**src/rtl/shift_arbiter_ctrl_if.sv**
```systemverilog
// -----------------------------------------------------------------------------
// shift_arbiter_ctrl_if
// Handshake and data bundle for shift_arbiter_ctrl.
//   Requester side (req0/req1): valid/ready handshake carrying an operand pair
//     A (data) and B (shift operand, shift amount = ~B).
//   Response side: valid/ready handshake returning the result, flags and the
//     ID of the owning requester.
//   Status: busy flag, completed-operation counter and overflow counter.
// Modports:
//   master - requesters and response consumer (drives the i_* signals)
//   slave  - the controller (drives the o_* signals)
// -----------------------------------------------------------------------------
interface shift_arbiter_ctrl_if #(
    parameter int BITS     = 32,
    parameter int CNT_BITS = 16
);
    logic                i_req0_valid;
    logic                o_req0_ready;
    logic [BITS-1:0]     i_req0_A;
    logic [BITS-1:0]     i_req0_B;
    logic                i_req1_valid;
    logic                o_req1_ready;
    logic [BITS-1:0]     i_req1_A;
    logic [BITS-1:0]     i_req1_B;
    logic                o_rsp_valid;
    logic                i_rsp_ready;
    logic                o_rsp_id;
    logic [BITS-1:0]     o_result;
    logic                o_error;
    logic                o_overflow;
    logic                o_busy;
    logic [CNT_BITS-1:0] o_op_cnt;
    logic [CNT_BITS-1:0] o_ovf_cnt;

    modport master (
        output i_req0_valid, i_req0_A, i_req0_B,
        output i_req1_valid, i_req1_A, i_req1_B,
        output i_rsp_ready,
        input  o_req0_ready, o_req1_ready,
        input  o_rsp_valid, o_rsp_id, o_result, o_error, o_overflow,
        input  o_busy, o_op_cnt, o_ovf_cnt
    );

    modport slave (
        input  i_req0_valid, i_req0_A, i_req0_B,
        input  i_req1_valid, i_req1_A, i_req1_B,
        input  i_rsp_ready,
        output o_req0_ready, o_req1_ready,
        output o_rsp_valid, o_rsp_id, o_result, o_error, o_overflow,
        output o_busy, o_op_cnt, o_ovf_cnt
    );
endinterface

```
**src/rtl/shift_arbiter_ctrl.sv**
```systemverilog
// -----------------------------------------------------------------------------
// shift_arbiter_ctrl
// Two-way round-robin arbiter and sequencer around a logical shift-right unit.
// One operation in flight: IDLE (grant/accept) -> EXEC (compute) -> RESP
// (hold response until consumed). Shift amount is ~B; amounts beyond BITS
// raise overflow and force the result to zero.
// Ports:
//   i_clk    - clock, rising edge
//   i_rst_n  - synchronous reset, active-low
//   bus      - shift_arbiter_ctrl_if.slave: requester handshakes, response
//              handshake, busy flag, op/overflow counters
// -----------------------------------------------------------------------------
module shift_arbiter_ctrl #(
    parameter int BITS     = 32,
    parameter int CNT_BITS = 16
) (
    input  logic                 i_clk,
    input  logic                 i_rst_n,
    shift_arbiter_ctrl_if.slave  bus
);
    typedef enum logic [1:0] {
        IDLE = 2'd0,
        EXEC = 2'd1,
        RESP = 2'd2
    } state_e;

    localparam logic [BITS-1:0]     SHIFT_MAX = BITS'(BITS);
    localparam logic [CNT_BITS-1:0] CNT_MAX   = '1;

    state_e              state_q, state_d;
    logic                rr_ptr_q, rr_ptr_d;      // requester favoured on a tie
    logic [BITS-1:0]     a_q, a_d;
    logic [BITS-1:0]     b_q, b_d;
    logic                id_q, id_d;              // owner of the in-flight op
    logic [BITS-1:0]     result_q, result_d;
    logic                ovf_q, ovf_d;
    logic [CNT_BITS-1:0] op_cnt_q, op_cnt_d;
    logic [CNT_BITS-1:0] ovf_cnt_q, ovf_cnt_d;

    logic                gnt1;
    logic                ready0, ready1;
    logic [BITS-1:0]     amt;
    logic [BITS-1:0]     shift_res;
    logic                shift_ovf;

    // Requester 1 wins when it is alone or when the pointer favours it.
    assign gnt1   = bus.i_req1_valid & (~bus.i_req0_valid | rr_ptr_q);
    assign ready0 = (state_q == IDLE) & bus.i_req0_valid & ~gnt1;
    assign ready1 = (state_q == IDLE) & gnt1;

    // Shift unit, fed only from the operand registers.
    assign amt = ~b_q;

    always_comb begin
        // NOTE: every signal written here gets a default first, so no branch
        // can leave it unassigned and infer a latch.
        shift_res = '0;
        shift_ovf = 1'b0;
        if (amt > SHIFT_MAX) begin
            shift_ovf = 1'b1;
        end else if (amt != SHIFT_MAX) begin
            shift_res = a_q >> amt;
        end
    end

    always_comb begin
        state_d   = state_q;
        rr_ptr_d  = rr_ptr_q;
        a_d       = a_q;
        b_d       = b_q;
        id_d      = id_q;
        result_d  = result_q;
        ovf_d     = ovf_q;
        op_cnt_d  = op_cnt_q;
        ovf_cnt_d = ovf_cnt_q;

        case (state_q)
            IDLE: begin
                if (ready0) begin
                    a_d     = bus.i_req0_A;
                    b_d     = bus.i_req0_B;
                    id_d    = 1'b0;
                    state_d = EXEC;
                end else if (ready1) begin
                    a_d     = bus.i_req1_A;
                    b_d     = bus.i_req1_B;
                    id_d    = 1'b1;
                    state_d = EXEC;
                end
            end
            EXEC: begin
                result_d = shift_res;
                ovf_d    = shift_ovf;
                state_d  = RESP;
            end
            RESP: begin
                if (bus.i_rsp_ready) begin
                    state_d  = IDLE;
                    rr_ptr_d = ~id_q;
                    op_cnt_d = op_cnt_q + CNT_BITS'(1);
                    if (ovf_q && (ovf_cnt_q != CNT_MAX)) begin
                        ovf_cnt_d = ovf_cnt_q + CNT_BITS'(1);
                    end
                end
            end
            default: begin
                state_d = IDLE;
            end
        endcase
    end

    always_ff @(posedge i_clk) begin
        // Synchronous reset: every register, including the operand and
        // response registers, is cleared so nothing stale survives reset.
        if (!i_rst_n) begin
            state_q   <= IDLE;
            rr_ptr_q  <= 1'b0;
            a_q       <= '0;
            b_q       <= '0;
            id_q      <= 1'b0;
            result_q  <= '0;
            ovf_q     <= 1'b0;
            op_cnt_q  <= '0;
            ovf_cnt_q <= '0;
        end else begin
            // NOTE: non-blocking assignments so every register samples the
            // pre-edge values regardless of statement order.
            state_q   <= state_d;
            rr_ptr_q  <= rr_ptr_d;
            a_q       <= a_d;
            b_q       <= b_d;
            id_q      <= id_d;
            result_q  <= result_d;
            ovf_q     <= ovf_d;
            op_cnt_q  <= op_cnt_d;
            ovf_cnt_q <= ovf_cnt_d;
        end
    end

    assign bus.o_req0_ready = ready0;
    assign bus.o_req1_ready = ready1;
    assign bus.o_rsp_valid  = (state_q == RESP);
    assign bus.o_rsp_id     = id_q;
    assign bus.o_result     = result_q;
    assign bus.o_error      = 1'b0;   // amount is unsigned, nothing can be invalid
    assign bus.o_overflow   = ovf_q;
    assign bus.o_busy       = (state_q != IDLE);
    assign bus.o_op_cnt     = op_cnt_q;
    assign bus.o_ovf_cnt    = ovf_cnt_q;

endmodule
```
**src/flat_wrapper.sv**
```systemverilog
// flat-port wrapper written by rule: the top's interface ports become plain ports
module shift_arbiter_ctrl_flat 
#(
    parameter int BITS     = 32,
    parameter int CNT_BITS = 16
)
  (i_clk, i_rst_n, bus_i_req0_valid, bus_i_req0_A, bus_i_req0_B, bus_i_req1_valid, bus_i_req1_A, bus_i_req1_B, bus_i_rsp_ready, bus_o_req0_ready, bus_o_req1_ready, bus_o_rsp_valid, bus_o_rsp_id, bus_o_result, bus_o_error, bus_o_overflow, bus_o_busy, bus_o_op_cnt, bus_o_ovf_cnt);
  shift_arbiter_ctrl_if #(.BITS(BITS), .CNT_BITS(CNT_BITS)) bus_i ();
  input  logic i_clk;
  input  logic i_rst_n;
  input wire logic [$bits(bus_i.i_req0_valid)-1:0] bus_i_req0_valid;
  input wire logic [$bits(bus_i.i_req0_A)-1:0] bus_i_req0_A;
  input wire logic [$bits(bus_i.i_req0_B)-1:0] bus_i_req0_B;
  input wire logic [$bits(bus_i.i_req1_valid)-1:0] bus_i_req1_valid;
  input wire logic [$bits(bus_i.i_req1_A)-1:0] bus_i_req1_A;
  input wire logic [$bits(bus_i.i_req1_B)-1:0] bus_i_req1_B;
  input wire logic [$bits(bus_i.i_rsp_ready)-1:0] bus_i_rsp_ready;
  output wire logic [$bits(bus_i.o_req0_ready)-1:0] bus_o_req0_ready;
  output wire logic [$bits(bus_i.o_req1_ready)-1:0] bus_o_req1_ready;
  output wire logic [$bits(bus_i.o_rsp_valid)-1:0] bus_o_rsp_valid;
  output wire logic [$bits(bus_i.o_rsp_id)-1:0] bus_o_rsp_id;
  output wire logic [$bits(bus_i.o_result)-1:0] bus_o_result;
  output wire logic [$bits(bus_i.o_error)-1:0] bus_o_error;
  output wire logic [$bits(bus_i.o_overflow)-1:0] bus_o_overflow;
  output wire logic [$bits(bus_i.o_busy)-1:0] bus_o_busy;
  output wire logic [$bits(bus_i.o_op_cnt)-1:0] bus_o_op_cnt;
  output wire logic [$bits(bus_i.o_ovf_cnt)-1:0] bus_o_ovf_cnt;
  assign bus_i.i_req0_valid = bus_i_req0_valid;
  assign bus_i.i_req0_A = bus_i_req0_A;
  assign bus_i.i_req0_B = bus_i_req0_B;
  assign bus_i.i_req1_valid = bus_i_req1_valid;
  assign bus_i.i_req1_A = bus_i_req1_A;
  assign bus_i.i_req1_B = bus_i_req1_B;
  assign bus_i.i_rsp_ready = bus_i_rsp_ready;
  assign bus_o_req0_ready = bus_i.o_req0_ready;
  assign bus_o_req1_ready = bus_i.o_req1_ready;
  assign bus_o_rsp_valid = bus_i.o_rsp_valid;
  assign bus_o_rsp_id = bus_i.o_rsp_id;
  assign bus_o_result = bus_i.o_result;
  assign bus_o_error = bus_i.o_error;
  assign bus_o_overflow = bus_i.o_overflow;
  assign bus_o_busy = bus_i.o_busy;
  assign bus_o_op_cnt = bus_i.o_op_cnt;
  assign bus_o_ovf_cnt = bus_i.o_ovf_cnt;
  shift_arbiter_ctrl #(.BITS(BITS), .CNT_BITS(CNT_BITS)) u_core (.i_clk(i_clk), .i_rst_n(i_rst_n), .bus(bus_i));
endmodule
```
**config.mk**
```make
export PLATFORM = sky130hd
export DESIGN_NAME = shift_arbiter_ctrl_flat
export DESIGN_NICKNAME = d
export VERILOG_FILES = /design/src/rtl/shift_arbiter_ctrl_if.sv /design/src/rtl/shift_arbiter_ctrl.sv /design/src/flat_wrapper.sv
export SDC_FILE = /design/constraint.sdc
export NUM_CORES = 1
export LEC_CHECK = 0
export CAP_MARGIN = 20
export CELL_PAD_IN_SITES_DETAIL_PLACEMENT = 1
export CELL_PAD_IN_SITES_GLOBAL_PLACEMENT = 2
export CORE_ASPECT_RATIO = 1.2
export CORE_MARGIN = 3
export CORE_UTILIZATION = 23
export CTS_CLUSTER_DIAMETER = 200
export CTS_CLUSTER_SIZE = 10
export DETAILED_ROUTE_END_ITERATION = 16
export PLACE_DENSITY_LB_ADDON = 0.12
export SETUP_SLACK_MARGIN = 0.3
export SLEW_MARGIN = 20
export SYNTH_ARGS = -nofsm -noshare
export SYNTH_HDL_FRONTEND = slang
export SYNTH_SLANG_ARGS = --single-unit
```
**constraint.sdc**
```tcl
create_clock -name i_clk -period 2.35 [get_ports i_clk]
set_input_delay 0.47 -clock i_clk [delete_from_list [all_inputs] [get_ports i_clk]]
set_output_delay 0.47 -clock i_clk [all_outputs]
set_load 0.03 [all_outputs]
```
==> results.yml, run 1 <==
drt:
  via_count: 6731
  final_antenna_net_count: 0
  vias_per_cell: 4.80
  drt-total-wl_um: 25300
  drt-initial-drc-count: 258
  drtPass1Iterations: 4
  wl_per_cell_um: 18.1
  drc: 0
grt:
  overflow: 0
  grt_pass1_vias: 6768
  grt_max_degree: 86
  grt_pass1_wl_um: 39400
  grtUsageTotal_pct: 14.6
  antenna_found_initial: 0
logic_synthesis:
  ys_seq_elements: 133
  avgSynthCellArea_um2: 9.28
  async_flop_share_pct: 0
  ys_top_cells_by_area: "dfxtp_1 36%, mux2i_1 13%, mux4_2 9.2%"
  synth_flop_cell: "dfxtp_1"
  synth_nets: 922
  yosysTopAreaCellShare_pct: 36.4
  synth_seq_area_share_pct: 36.4
  ys_types: 57
  synth_area_mm2: 0.00731
  ys_warn_count: 0
  synth_edf_count: 0
  synthCells: 787
  yosysTopAreaCell: "dfxtp_1"
floorplan:
  die_area_mm2: 0.0339
  num_rows: 70
  ios: 204
  die_x_um: 169
  initial_utilization_pct: 23.6
  core_area_mm2: 0.0309
  fp.dieH_um: 201
clock_tree:
  postCtsHoldBufs: 0
  cts_root_buf: "clkbuf_16"
  clkSlewWorstSetupHoldPaths_ns: 0.06
  numClockSinks: 133
  clock_path_buffers: 2
  cts-buffers-inserted: 17
  clk_latency_ns: 0.43
  htree_levels: 4
  cts_tree: "yes"
finish:
  nFillCells: 3538
  final_common_cell: "clkdlybuf4s50_1"
  final_cells: 1401
  antenna_cells: 0
  area_delta_synth_final_pct: 47.7
  drive_gt1_share_pct: 15.8
  fin_nets: 1127
  final_cell_mix: "172 x clkdlybuf4s50_1, 126 x dfxtp_1, 111 x nor2_1, 93 x mux2i_1, 65 x a211oi_1"
critical_path:
  reg2reg_to: "u_core.bus.o_result[19]"
  required_ns: 2.71
  r2r_start: "u_core.b_q[18]"
  cp_max_fo: 3
  startpoint_type: "flop"
  reg2reg_depth: 5
  cp.arrival_ns: 2.36
  crit_type: "flop to flop"
  end_kind: "flop"
  reg2reg_setup_slack_ns: 0.34
worst_hold_path:
  hp-start: "u_core.bus.o_result[18]"
  worstHoldPathType: "flop to flop"
  holdPathEnd: "u_core.bus.o_result[18]"
  holdPathStages: 2
run:
  max_cap_violations: 0
power:
  power_density_mw_per_mm2: 650
  p_leak_nw: 4.22
  ir_drop_uv: 464
  power_mw: 7.02
sta:
  finalSetupTns_ns: 0
  fin_crit_sh_pct: 85.4
  grt_setup_unrepaired: "true"
  fin_crit_ns: 2.01
  slew_violations: 0
  setup_viol: 0
  clock.fmax_mhz: 498
  clock_skew_ns: 0.00966
  hold_violations: 0
place:
  port_buffers: 202
  post-dp-hpwl_um: 19500
  dp.cells: 1357
  routabilityCongestion: 0.791
run_status:
  status: "completed"
==> kinds of logic (layout without fill, tap and decap cells) <==
| logic type | count (synthesis) | after routing | synth area share (%) |
|---|---|---|---|
| multiplexers | 140 | 140 | 24.5 |
| adder cells (fa/ha/maj) | 2 | 2 | 0.342 |
| XOR/XNOR | 23 | 23 | 2.76 |
| buffers and inverters | 73 | 291 | 4.23 |
| other | 1 | 1 | 0.0513 |
| flip-flops | 133 | 133 | 36.4 |
| AND/OR/NAND/NOR | 273 | 273 | 17.5 |
| AO/OA/AOI/OAI | 142 | 142 | 14.2 |
==> state kept, by name, indices dropped and copies added, names as in the netlist <==
register / flops
u_core.bus.o_rsp_id: 1
u_core.bus.o_op_cnt: 16
u_core.a_q: 32
u_core.bus.o_ovf_cnt: 16
u_core.bus.o_result: 32
u_core.state_q: 2
u_core.bus.o_overflow: 1
u_core.rr_ptr_q: 1
u_core.b_q: 32
==> per-layer routing <==
metal | part of all wire [%] | global-route usage, % | vias to the layer above
met1 | 46 | 19.0 | 3225
met4 | 1.4 | 3.74 | 0
met2 | 49 | 24.6 | 145
met3 | 3.9 | 3.20 | 19
li1 | - | - | 3342
met5 | 0 | 0 | -
==> final cells by class <==
| cell class | count | area (µm²) | share of cell area, % |
|---|---|---|---|
| clock inverter | 14 | 154 | 1.43 |
| multi-input combinational | 581 | 4450 | 41.2 |
| sequential | 133 | 2670 | 24.8 |
| inverter | 7 | 28.8 | 0.267 |
| tap | 396 | 495 | 4.59 |
| clock buffer | 18 | 439 | 4.07 |
| timing repair buffer | 252 | 2550 | 23.7 |
==> per-stage QoR <==
step	cell area [µm²]	setup slack, ns	util (%)	hold WS [ns]
CTS	10600	0.272	34.4	0.458
global placement	9960	0.0532	32.2	0.442
finish	10800	0.343	34.9	0.452
detailed placement	9960	0.0432	32.2	0.449
floorplan	7310	0.324	-	0.475
global route	10800	0.235	34.9	0.484
==> cell usage after synthesis (all sizes together) (9+ instances only) <==
library cell	count
dfxtp	133
nor2	114
mux4	30
o21ai	10
nor3	13
a211oi	66
clkbuf	40
mux2	12
buf	26
a21oi	16
nand2	60
nand3	15
or3	11
nand2b	9
xnor2	17
nand4	23
mux2i	98
==> worst max-delay path: stages, from the launching register on <==
cell and delay, ns:
dfxtp_1 0.33, nand4_1 0.14, or4_4 0.59, or3_4 0.41, or3_1 0.33, a21oi_1 0.14
==> how the worst max path moves through the flow <==
stage	startpoint	endpoint	slack [ns]	cells after the start
6_report	u_core.b_q[18]	u_core.bus.o_result[19]	0.34	5
4_1_cts	u_core.state_q[0]	bus_o_busy	0.27	3
3_5_place_dp	bus_i_rsp_ready	u_core.bus.o_ovf_cnt[15]	0.04	6
2_1_floorplan	u_core.b_q[1]	u_core.bus.o_result[2]	0.32	9
5_1_grt	u_core.b_q[12]	u_core.bus.o_result[19]	0.24	5
3_3_place_gp	bus_i_rsp_ready	u_core.bus.o_ovf_cnt[5]	0.05	6
==> power breakdown <==
part,switching (mW),leakage [nW],internal (mW),total (mW)
logic,0.844,2.86,0.879,1.72
registers,0.179,1.09,2.41,2.59
clock network,1.11,0.271,1.60,2.71
==> repair_timing <==
| action | in CTS | in global routing |
|---|---|---|
| pin swaps | 5 | 8 |
| setup endpoints to repair | 31 | 27 |
| gates cloned | 1 | 1 |
| resized for setup | 27 | 29 |
| setup buffers | 5 | 5 |
No activity file was read; power rests on OpenSTA's default activity.
==> inputs of run 2 (changes only) <==
Settings changed: CORE_UTILIZATION 23 to 31.
Clock period 2.35 ns to 2.6 ns, I/O delays scaled along.
==> results.yml, run 2 (synthesized netlist as in run 1, its figures left out) <==
run_status:
  status: "completed"
critical_path:
  cp_num_buf_inv: 1
  end_kind: "output port"
  crit_type: "flop to output port"
  cp_cell_sequence: "nor2_2 > and3_1 > dlygate4sd2_1"
  slowest_stage: "dlygate4sd2_1"
  required_ns: 2.08
  cp_top_family: "simple AND/OR/NAND/NOR gates"
  reg2reg_setup_slack_ns: 0.44
  cp.arrival_ns: 1.68
  cp_max_fo: 6
  startpoint_type: "flop"
  critPathMaxStageDelay_ns: 0.41
sta:
  fin_crit_ns: 2.20
  slew_violations: 0
  setup_viol: 0
  fin_crit_sh_pct: 84.6
  clock.fmax_mhz: 454
  setup_ws_ns: 0.399
  grt_setup_unrepaired: "false"
  slew_headroom_pct: 36.2
  clock_skew_ns: 0.00697
  hold_violations: 0
  worst_slew_pin_slew_ns: 0.954
  finalSetupTns_ns: 0
clock_tree:
  htree_levels: 4
  clkSlewWorstSetupHoldPaths_ns: 0.06
  cts-buffers-inserted: 17
  postCtsHoldBufs: 0
  clk_latency_ns: 0.42
  clock_path_buffers: 2
  numClockSinks: 133
  cts_root_buf: "clkbuf_16"
  cts_tree: "yes"
finish:
  antenna_cells: 0
  fin_nets: 1104
  final_common_cell: "clkdlybuf4s50_1"
  nFillCells: 2637
  post-route-util_pct: 45.5
  final_cell_mix: "198 x clkdlybuf4s50_1, 130 x dfxtp_1, 112 x nor2_1, 98 x mux2i_1, 66 x a211oi_1"
  area_delta_synth_final_pct: 42.2
  drive_gt1_share_pct: 11.6
power:
  ir_drop_uv: 409
  power_mw: 6.41
  power_density_mw_per_mm2: 617
  p_leak_nw: 3.82
floorplan:
  ios: 204
  initial_utilization_pct: 32.0
  core_area_mm2: 0.0228
  die_area_mm2: 0.0255
  die_x_um: 146
  fp.dieH_um: 174
  num_rows: 60
drt:
  vias_per_cell: 5.19
  drc: 0
  drt-initial-drc-count: 331
  drtPass1Iterations: 4
  via_count: 6706
  drt-total-wl_um: 23500
  wl_per_cell_um: 18.2
  final_antenna_net_count: 0
run:
  max_cap_violations: 0
worst_hold_path:
  worstHoldPathType: "flop to flop"
grt:
  overflow: 0
  grt_pass1_wl_um: 37900
  grt_pass1_vias: 7160
  grtUsageTotal_pct: 18.2
  antenna_found_initial: 0
  grt_max_degree: 118
place:
  post-dp-hpwl_um: 18100
  port_buffers: 202
  routabilityCongestion: 0.839
  pre_cts_slack_ns: 0.167
==> run 2: layer usage <==
metal  vias to the layer above  part of all wire, %  global-route usage, %  routed length (µm)
li1                       3291                    -                      -                   -
met1                      3227                   45                   22.6               10500
met2                       164                   50                   32.1               11900
met3                        24                  3.2                   2.89                 747
met4                         0                  1.8                   6.12                 418
met5                         -                    0                      0                   0
==> run 2: layout make-up <==
type | count | area (µm²) | area share (%)
Inverter | 7 | 27.5 | 0.265
Tap cell | 310 | 388 | 3.73
Timing Repair Buffer | 229 | 2310 | 22.2
Clock inverter | 13 | 195 | 1.88
Multi-Input combinational cell | 581 | 4360 | 42.0
Sequential cell | 133 | 2670 | 25.7
Clock buffer | 19 | 443 | 4.26
==> run 2: repair_timing <==
item                       4_1_cts  5_1_grt
setup buffers                    0        0
setup endpoints to repair        2        3
cloned                           0        0
gates resized for setup          3        2
==> run 2: worst min-delay path, delay by kind of cell (launching register included) <==
family,cells,cell delay [ns]
AO/OA/AOI/OAI,1,0.05
flip-flops,1,0.31
AND/OR/NAND/NOR,1,0.06
==> run 2: path summary, 6_finish.rpt <==
| kind | start | to | depth (start not counted) |
|---|---|---|---|
| worst max-delay path | u_core.state_q[0] | bus_o_req1_ready | 3 |
| worst min-delay path | u_core.bus.o_result[31] | u_core.bus.o_result[31] | 2 |
| worst max register to register | u_core.b_q[1] | u_core.bus.o_result[23] | 6 |
| worst min register to register | u_core.bus.o_result[31] | u_core.bus.o_result[31] | 2 |
==> run 2: per-stage QoR <==
stage	instances	cell area, µm²	hold WS, ns
after CTS	1292	10400	0.464
after global placement	1260	9750	0.444
after global routing	1292	10400	0.487
after floorplan	787	7310	0.475
final	1292	10400	0.460
after detailed placement	1260	9750	0.457
==> run 2: report_power, final <==
group	switching (mW)	leakage [nW]	internal, mW
logic	0.716	2.43	0.729
clock network	0.985	0.301	1.65
registers	0.161	1.09	2.18
